### config.mk
export PLATFORM = sky130hd
export DESIGN_NAME = mc_ctrl
export DESIGN_NICKNAME = d
export VERILOG_FILES = /design/src/rtl/mc_ctrl.sv
export SDC_FILE = /design/constraint.sdc
export NUM_CORES = 1
export LEC_CHECK = 0
export CORE_ASPECT_RATIO = 1.4
export CORE_MARGIN = 4
export CORE_UTILIZATION = 48
export DETAILED_ROUTE_END_ITERATION = 16
export PLACE_DENSITY_LB_ADDON = 0.05
export SYNTH_ARGS = -nofsm -noshare
export SYNTH_HDL_FRONTEND = slang
export SYNTH_SLANG_ARGS = --single-unit
### constraint.sdc
create_clock -name clk -period 2.5 [get_ports clk]
set_input_delay 0.25 -clock clk [delete_from_list [all_inputs] [get_ports clk]]
set_output_delay 0.25 -clock clk [all_outputs]
set_load 0.02 [all_outputs]
### src/rtl/mc_ctrl.sv
// Multi-cycle instruction sequencer: walks each instruction through fetch, decode,
// execute, memory and writeback and drives the datapath/memory strobes.
module mc_ctrl #(
   parameter int          CNT_W   = 32,
   parameter logic [5:0]  HALT_OP = 6'h3F
) (
   input  logic             clk,
   input  logic             rstd,
   input  logic             run,
   input  logic [5:0]       opcode,
   input  logic             zero,
   input  logic             mem_rdy,
   output logic             mem_req,
   output logic             mem_we,
   output logic             ir_we,
   output logic             pc_we,
   output logic [1:0]       pc_sel,
   output logic             rf_we,
   output logic [1:0]       rf_wsel,
   output logic [1:0]       rf_asel,
   output logic [2:0]       state,
   output logic             halted,
   output logic             illegal,
   output logic [CNT_W-1:0] retired
);

   typedef enum logic [2:0] {
      IDLE   = 3'd0,
      FETCH  = 3'd1,
      DECODE = 3'd2,
      EXEC   = 3'd3,
      MEM    = 3'd4,
      WB     = 3'd5,
      HALT   = 3'd6
   } state_t;

   state_t cur_state, nxt_state;

   logic is_halt, is_r, is_ialu, is_lw, is_sw, is_beq, is_bne, is_j, is_jal, is_bad;
   logic taken, retire;
   state_t retire_target;

   // Halt opcode wins over every other class, so a HALT_OP override can never be
   // mistaken for an ordinary instruction.
   always_comb begin
      is_halt = (opcode == HALT_OP);
      is_r    = !is_halt && (opcode == 6'd0);
      is_ialu = !is_halt && (opcode[5:3] == 3'b001);
      is_lw   = !is_halt && (opcode == 6'd35);
      is_sw   = !is_halt && (opcode == 6'd43);
      is_beq  = !is_halt && (opcode == 6'd4);
      is_bne  = !is_halt && (opcode == 6'd5);
      is_j    = !is_halt && (opcode == 6'd2);
      is_jal  = !is_halt && (opcode == 6'd3);
      is_bad  = !(is_halt || is_r || is_ialu || is_lw || is_sw ||
                  is_beq || is_bne || is_j || is_jal);
   end

   assign taken         = (is_beq && zero) || (is_bne && !zero);
   assign retire_target = run ? FETCH : IDLE;

   always_comb begin
      retire = 1'b0;
      case (cur_state)
         DECODE:  retire = is_j || is_jal;
         EXEC:    retire = is_beq || is_bne;
         MEM:     retire = is_sw && mem_rdy;
         WB:      retire = 1'b1;
         default: retire = 1'b0;
      endcase
   end

   always_ff @(posedge clk or negedge rstd) begin
      if (!rstd) begin
         cur_state <= IDLE;
      end else begin
         cur_state <= nxt_state;
      end
   end

   always_comb begin
      nxt_state = cur_state;
      case (cur_state)
         IDLE:   if (run) nxt_state = FETCH;
         FETCH:  if (mem_rdy) nxt_state = DECODE;
         DECODE: begin
            if (is_halt || is_bad)     nxt_state = HALT;
            else if (is_j || is_jal)   nxt_state = retire_target;
            else                       nxt_state = EXEC;
         end
         EXEC: begin
            if (is_r || is_ialu)       nxt_state = WB;
            else if (is_lw || is_sw)   nxt_state = MEM;
            else if (is_beq || is_bne) nxt_state = retire_target;
            else                       nxt_state = HALT;
         end
         MEM:    if (mem_rdy) nxt_state = is_sw ? retire_target : WB;
         WB:     nxt_state = retire_target;
         HALT:   nxt_state = HALT;
         default: nxt_state = IDLE;
      endcase
   end

   always_comb begin
      mem_req = 1'b0;
      mem_we  = 1'b0;
      ir_we   = 1'b0;
      pc_we   = 1'b0;
      pc_sel  = 2'd0;
      rf_we   = 1'b0;
      rf_wsel = 2'd0;
      rf_asel = 2'd0;
      case (cur_state)
         FETCH: begin
            mem_req = 1'b1;
            ir_we   = mem_rdy;
         end
         DECODE: begin
            if (is_j || is_jal) begin
               pc_we  = 1'b1;
               pc_sel = 2'd2;
            end
            if (is_jal) begin
               rf_we   = 1'b1;
               rf_wsel = 2'd2;
               rf_asel = 2'd2;
            end
         end
         EXEC: begin
            if (is_beq || is_bne) begin
               pc_we  = 1'b1;
               pc_sel = taken ? 2'd1 : 2'd0;
            end
         end
         MEM: begin
            mem_req = 1'b1;
            mem_we  = is_sw;
            pc_we   = is_sw && mem_rdy;
         end
         WB: begin
            rf_we   = 1'b1;
            pc_we   = 1'b1;
            rf_wsel = is_lw ? 2'd1 : 2'd0;
            rf_asel = is_r ? 2'd0 : 2'd1;
         end
         default: ;
      endcase
   end

   // The illegal flag is sticky until reset so software can tell a fault halt
   // from a deliberate one.
   always_ff @(posedge clk or negedge rstd) begin
      if (!rstd) begin
         illegal <= 1'b0;
         retired <= '0;
      end else begin
         if (cur_state == DECODE && is_bad) illegal <= 1'b1;
         if (retire) retired <= retired + CNT_W'(1);
      end
   end

   assign state  = cur_state;
   assign halted = (cur_state == HALT);

endmodule
# Word level (Yosys, flattened, before mapping)
# Cells that the tools add are included.
op_classes:
  add_sub_neg: 1
  n_reduce_logical: 33
  n_eq_ne: 17
  n_mux: 29
ops:
  columns: ["op", "count"]
  rows:
  - ["adder 32 x 1 -> 32 bit (second input constant)", 1]
  - ["2-to-1 mux 3 bit", 8]
  - ["one-hot mux 3 bit (7 select lines)", 1]
  - ["== test 6 bit (second input constant)", 3]
  - ["logical OR 1 bit", 14]
  - ["== test 6 x 2 -> 1 bit (second input constant)", 2]
  - ["== test 6 x 3 -> 1 bit (second input constant)", 2]
  - ["logical AND 1 bit", 12]
  - ["one-hot mux 2 bit (2 select lines)", 3]
  - ["2-to-1 mux 1 bit", 11]
  - ["== test 3 bit (second input constant)", 3]
  - ["one-hot mux 1 bit (4 select lines)", 2]
  - ["== test 3 x 1 -> 1 bit (second input constant)", 2]
  - ["== test 3 x 2 -> 1 bit (second input constant)", 2]
  - ["zero test 6 bit", 1]
  - ["2-to-1 mux 2 bit", 3]
  - ["!= test 2 bit (second input constant)", 3]
  - ["zero test 1 bit", 3]
  - ["zero test 3 bit", 1]
  - ["AND reduction 3 bit", 1]
  - ["one-hot mux 1 bit (2 select lines)", 1]
  - ["OR reduction 2 bit", 1]
word_totals:
  ff_bits: 36

# Depth between registers and ports, before layout
logic_depth:
  ltp_word: 15
  ltp_mapped: 7
  mapped_depth_nobuf: 6

# Least setup slack after synthesis
# OpenSTA, ideal clock, no wires.
synth_path:
  path_kind: "register to output"
  start: "register cur_state[1] (netlist: state[1])"
  end: "output rf_we"
  required_time_ns: 2.250
  path_slack_ns: 0.213
  arrival_time_ns: 2.037
  stages_incl_launch_ff: 7
  n_path_buf: 1
  cell_sequence: "dfrtp_1 clkbuf_1 nor2b_1 and2_1 nand2_1 nor3_1 nand2b_1"
synth_via:
  elab_chain_cells: 2
  elab_cells_between_ends: 3
  classes_between: "2 x eq/ne; 1 x mux"
synth_lines:
  columns: ["element", "line", "source"]
  rows:
  - ["start: declaration", "37", "state_t cur_state, nxt_state;"]
  - ["start signal: assignment", "77", "cur_state <= nxt_state;"]
  - ["== test 3 bit or == test 3 x 2 -> 1 bit (tied branches)", "113", "case (cur_state)"]
  - ["one-hot mux 1 bit (2 select lines) (*)", "113", null]
  - ["end: declaration", "18", "output logic rf_we,"]
# Mark *: on every way between the ends. The rest lies on a longest branch, timed or not.

# Final worst setup path
# Ends and elaborated chain as after synthesis.

==> impl_metrics.yaml <==
power:
  clock_power_share: 0.204
  comb_power_share: 0.405
  ir_drop_mv: 0.563
  power.switching_uw: 665
  p_leak_nw: 1.29
  seq_power_share: 0.391
  p_per_area_nw_per_um2: 657
  internal-power_mw: 1.20
  swShare: 0.357
timing:
  fmax_ghz: 0.430
  hold_viol: 0
  drv_slew: 0
  finalSetupTns_ns: 0
  setup_violations: 0
  finalCritPeriodShare: 0.931
  rsz0062_at_grt: "false"
  final.min_clock_period_ns: 2.33
  worst_clock_skew_ns: 0.00396
  max_slew_margin: 0.468
  worst_hold_slack_ns: 0.0489
  worstMarginPinSlew_ns: 0.797
place:
  gp_congestion: 0.954
  io_buffers: 58
  hpwl_um: 3570
finish:
  num-fill-cells: 359
  fin_nets: 290
  antenna_cells: 0
  drive_gt1_frac: 0.122
  area_growth_pct: 36.9
clock_tree:
  clk_path_buf_depth: 2
  post_cts_buffers: 0
  cts_hold_buf: 0
  clock-sinks: 36
  clock_latency_ns: 0.28
  numCtsBuffers: 5
  h-tree-depth: 2
  clk_pin_slew_ns: 0.07
  cts_tree: "built"
  cts_resized: 0
  cts_root_buffer: "clkbuf_8"
die:
  core_area_um2: 4200
  boundaryPins: 59
  die-width_um: 63.5
  start_util: 0.493
  die_h_um: 85.7
  row_count: 28
  die_area_um2: 5440
setup_path:
  worstPathMaxFanout: 5
  critPathLaunchType: "flip-flop"
  cp.arrival_ns: 2.08
  critPathCaptureType: "primary output"
  crit_required_ns: 2.25
  worst-setup-path-type: "flip-flop to primary output"
run_status:
  outcome: "completed"
global_routing:
  grt_pass1_wl_um: 8230
  track_usage: 0.187
  grt-ovfl-total: 0
  grt_pass1_vias: 1829
  grt_max_degree: 37
  antenna_found_initial: 0
logic_synthesis:
  ys_top_cells_by_area: "dfrtp_1 (44%), xor2_1 (6.8%), xnor2_1 (6.3%)"
  synth-seq-area-share: 0.435
  yosys_warnings: 0
  syn_area_um2: 2070
  async_reset_ff_frac: 1.00
  ys.flop_type: "dfrtp_1"
  synth_edf_count: 0
  synth_nets: 222
  yosysMostFrequentCell: "dfrtp_1"
  synth_top_area_share: 0.435
  postSynthCellCount: 210
  synth-seq-cells: 36
  ys_types: 51
  yosys-top-cells-count: "dfrtp_1 (36), nand2_1 (20), xor2_1 (16), xnor2_1 (15), nor3_1 (11)"
  synth_area_leader_cell: "dfrtp_1"
  synth_area_per_cell_um2: 9.86
detailed_routing:
  drt-pass1-iter-count: 4
  wirelength_um: 4750
  ant_nets: 0
  drc: 0
  drt_iter0_drc: 74
  vias: 1797
  post_drt_wl_per_cell_um: 14.7
  vias_per_cell: 5.56
worst_hold_path:
  hold_path_class: "input pin to async pin"
flow_run:
  drv_cap: 0
## layout by cell type (no fill, tap or decap), types with 2 or more instances in the layout
| cell | n |
|---|---|
| nor4_1 | 6 |
| buf_4 | 12 |
| nor2b_1 | 5 |
| xnor2_1 | 15 |
| and2_1 | 4 |
| inv_1 | 4 |
| nand2_1 | 20 |
| nor2_1 | 10 |
| dlymetal6s2s_1 | 2 |
| nand3_1 | 8 |
| and3_1 | 3 |
| clkdlybuf4s50_1 | 55 |
| clkbuf_8 | 5 |
| a21o_1 | 4 |
| dfrtp_1 | 36 |
| nand4_1 | 4 |
| nand2b_1 | 5 |
| xor2_1 | 16 |
| nor3b_1 | 8 |
| nor4b_1 | 2 |
| nor3_1 | 10 |
| o21ai_0 | 6 |
| a21oi_1 | 5 |
## sequential cells by signal, summed over array words and instances (netlist names)
signal,count
illegal,1
state,3
retired,32
## stage by stage
step / total power, mW / worst slack [ns] / instances / util / instance area [um^2]
global route: 1.97 / 0.0629 / 323 / 0.674 / 2830
detailed placement: 1.50 / 0.0802 / 316 / 0.653 / 2750
floorplan: 1.16 / 0.213 / 210 / - / 2070
finish: 1.86 / 0.173 / 323 / 0.674 / 2830
global placement: 1.50 / 0.110 / 316 / 0.653 / 2750
CTS: 1.88 / 0.0646 / 323 / 0.671 / 2820
## power groups by stage
stage	Combinational (mW)	Clock, mW	Sequential, mW
detailed placement	0.757	0	0.740
floorplan	0.350	0	0.809
global route	0.818	0.412	0.743
CTS	0.760	0.391	0.729
finish	0.754	0.379	0.728
global placement	0.759	0	0.741
## area by class of cell
class | count | area, um^2 | area share
Tap cell | 45 | 56.3 | 0.0199
Multi-Input combinational cell | 161 | 1110 | 0.393
Sequential cell | 36 | 901 | 0.318
Inverter | 4 | 15.0 | 0.00530
Clock inverter | 1 | 5.00 | 0.00177
Timing Repair Buffer | 70 | 671 | 0.237
Clock buffer | 6 | 72.6 | 0.0256
## metal layers
layer	GRT usage	up-vias	wire length, um
li1	-	879	-
met4	0.0727	0	107
met1	0.214	865	2050
met2	0.338	45	2410
met3	0.0393	8	186
met5	0	-	0
## path summary, 6_finish.rpt
path / slack, ns / end / start / depth (start not counted)
min in group clk: 0.48 / illegal / illegal / 1
setup / recovery: 0.17 / rf_we / state[1] / 6
setup reg to reg: 0.45 / retired[31] / state[1] / 5
hold / removal: 0.05 / retired[10] / rstd / 1
max in group asynchronous: 1.94 / state[1] / rstd / 1
hold reg to reg: 0.48 / illegal / illegal / 1
## worst max-delay path, stage by stage, from the launching register on
cell	delay, ns
dfrtp_1	0.43
nor2b_1	0.21
and2_1	0.18
nand2_1	0.07
nor3_2	0.18
nand2b_1	0.13
clkdlybuf4s50_1	0.59
## kinds of logic after synthesis
kind of cell	share of synthesized area
AOI/OAI and AO/OA	0.0961
xor gates and xnor gates	0.139
adders and majority gates	0.00604
buffers and inverters	0.0302
DFF	0.435
muxes	0.0103
and+or+nand+nor	0.283
Note: power is estimated with default switching activity, not from simulation.
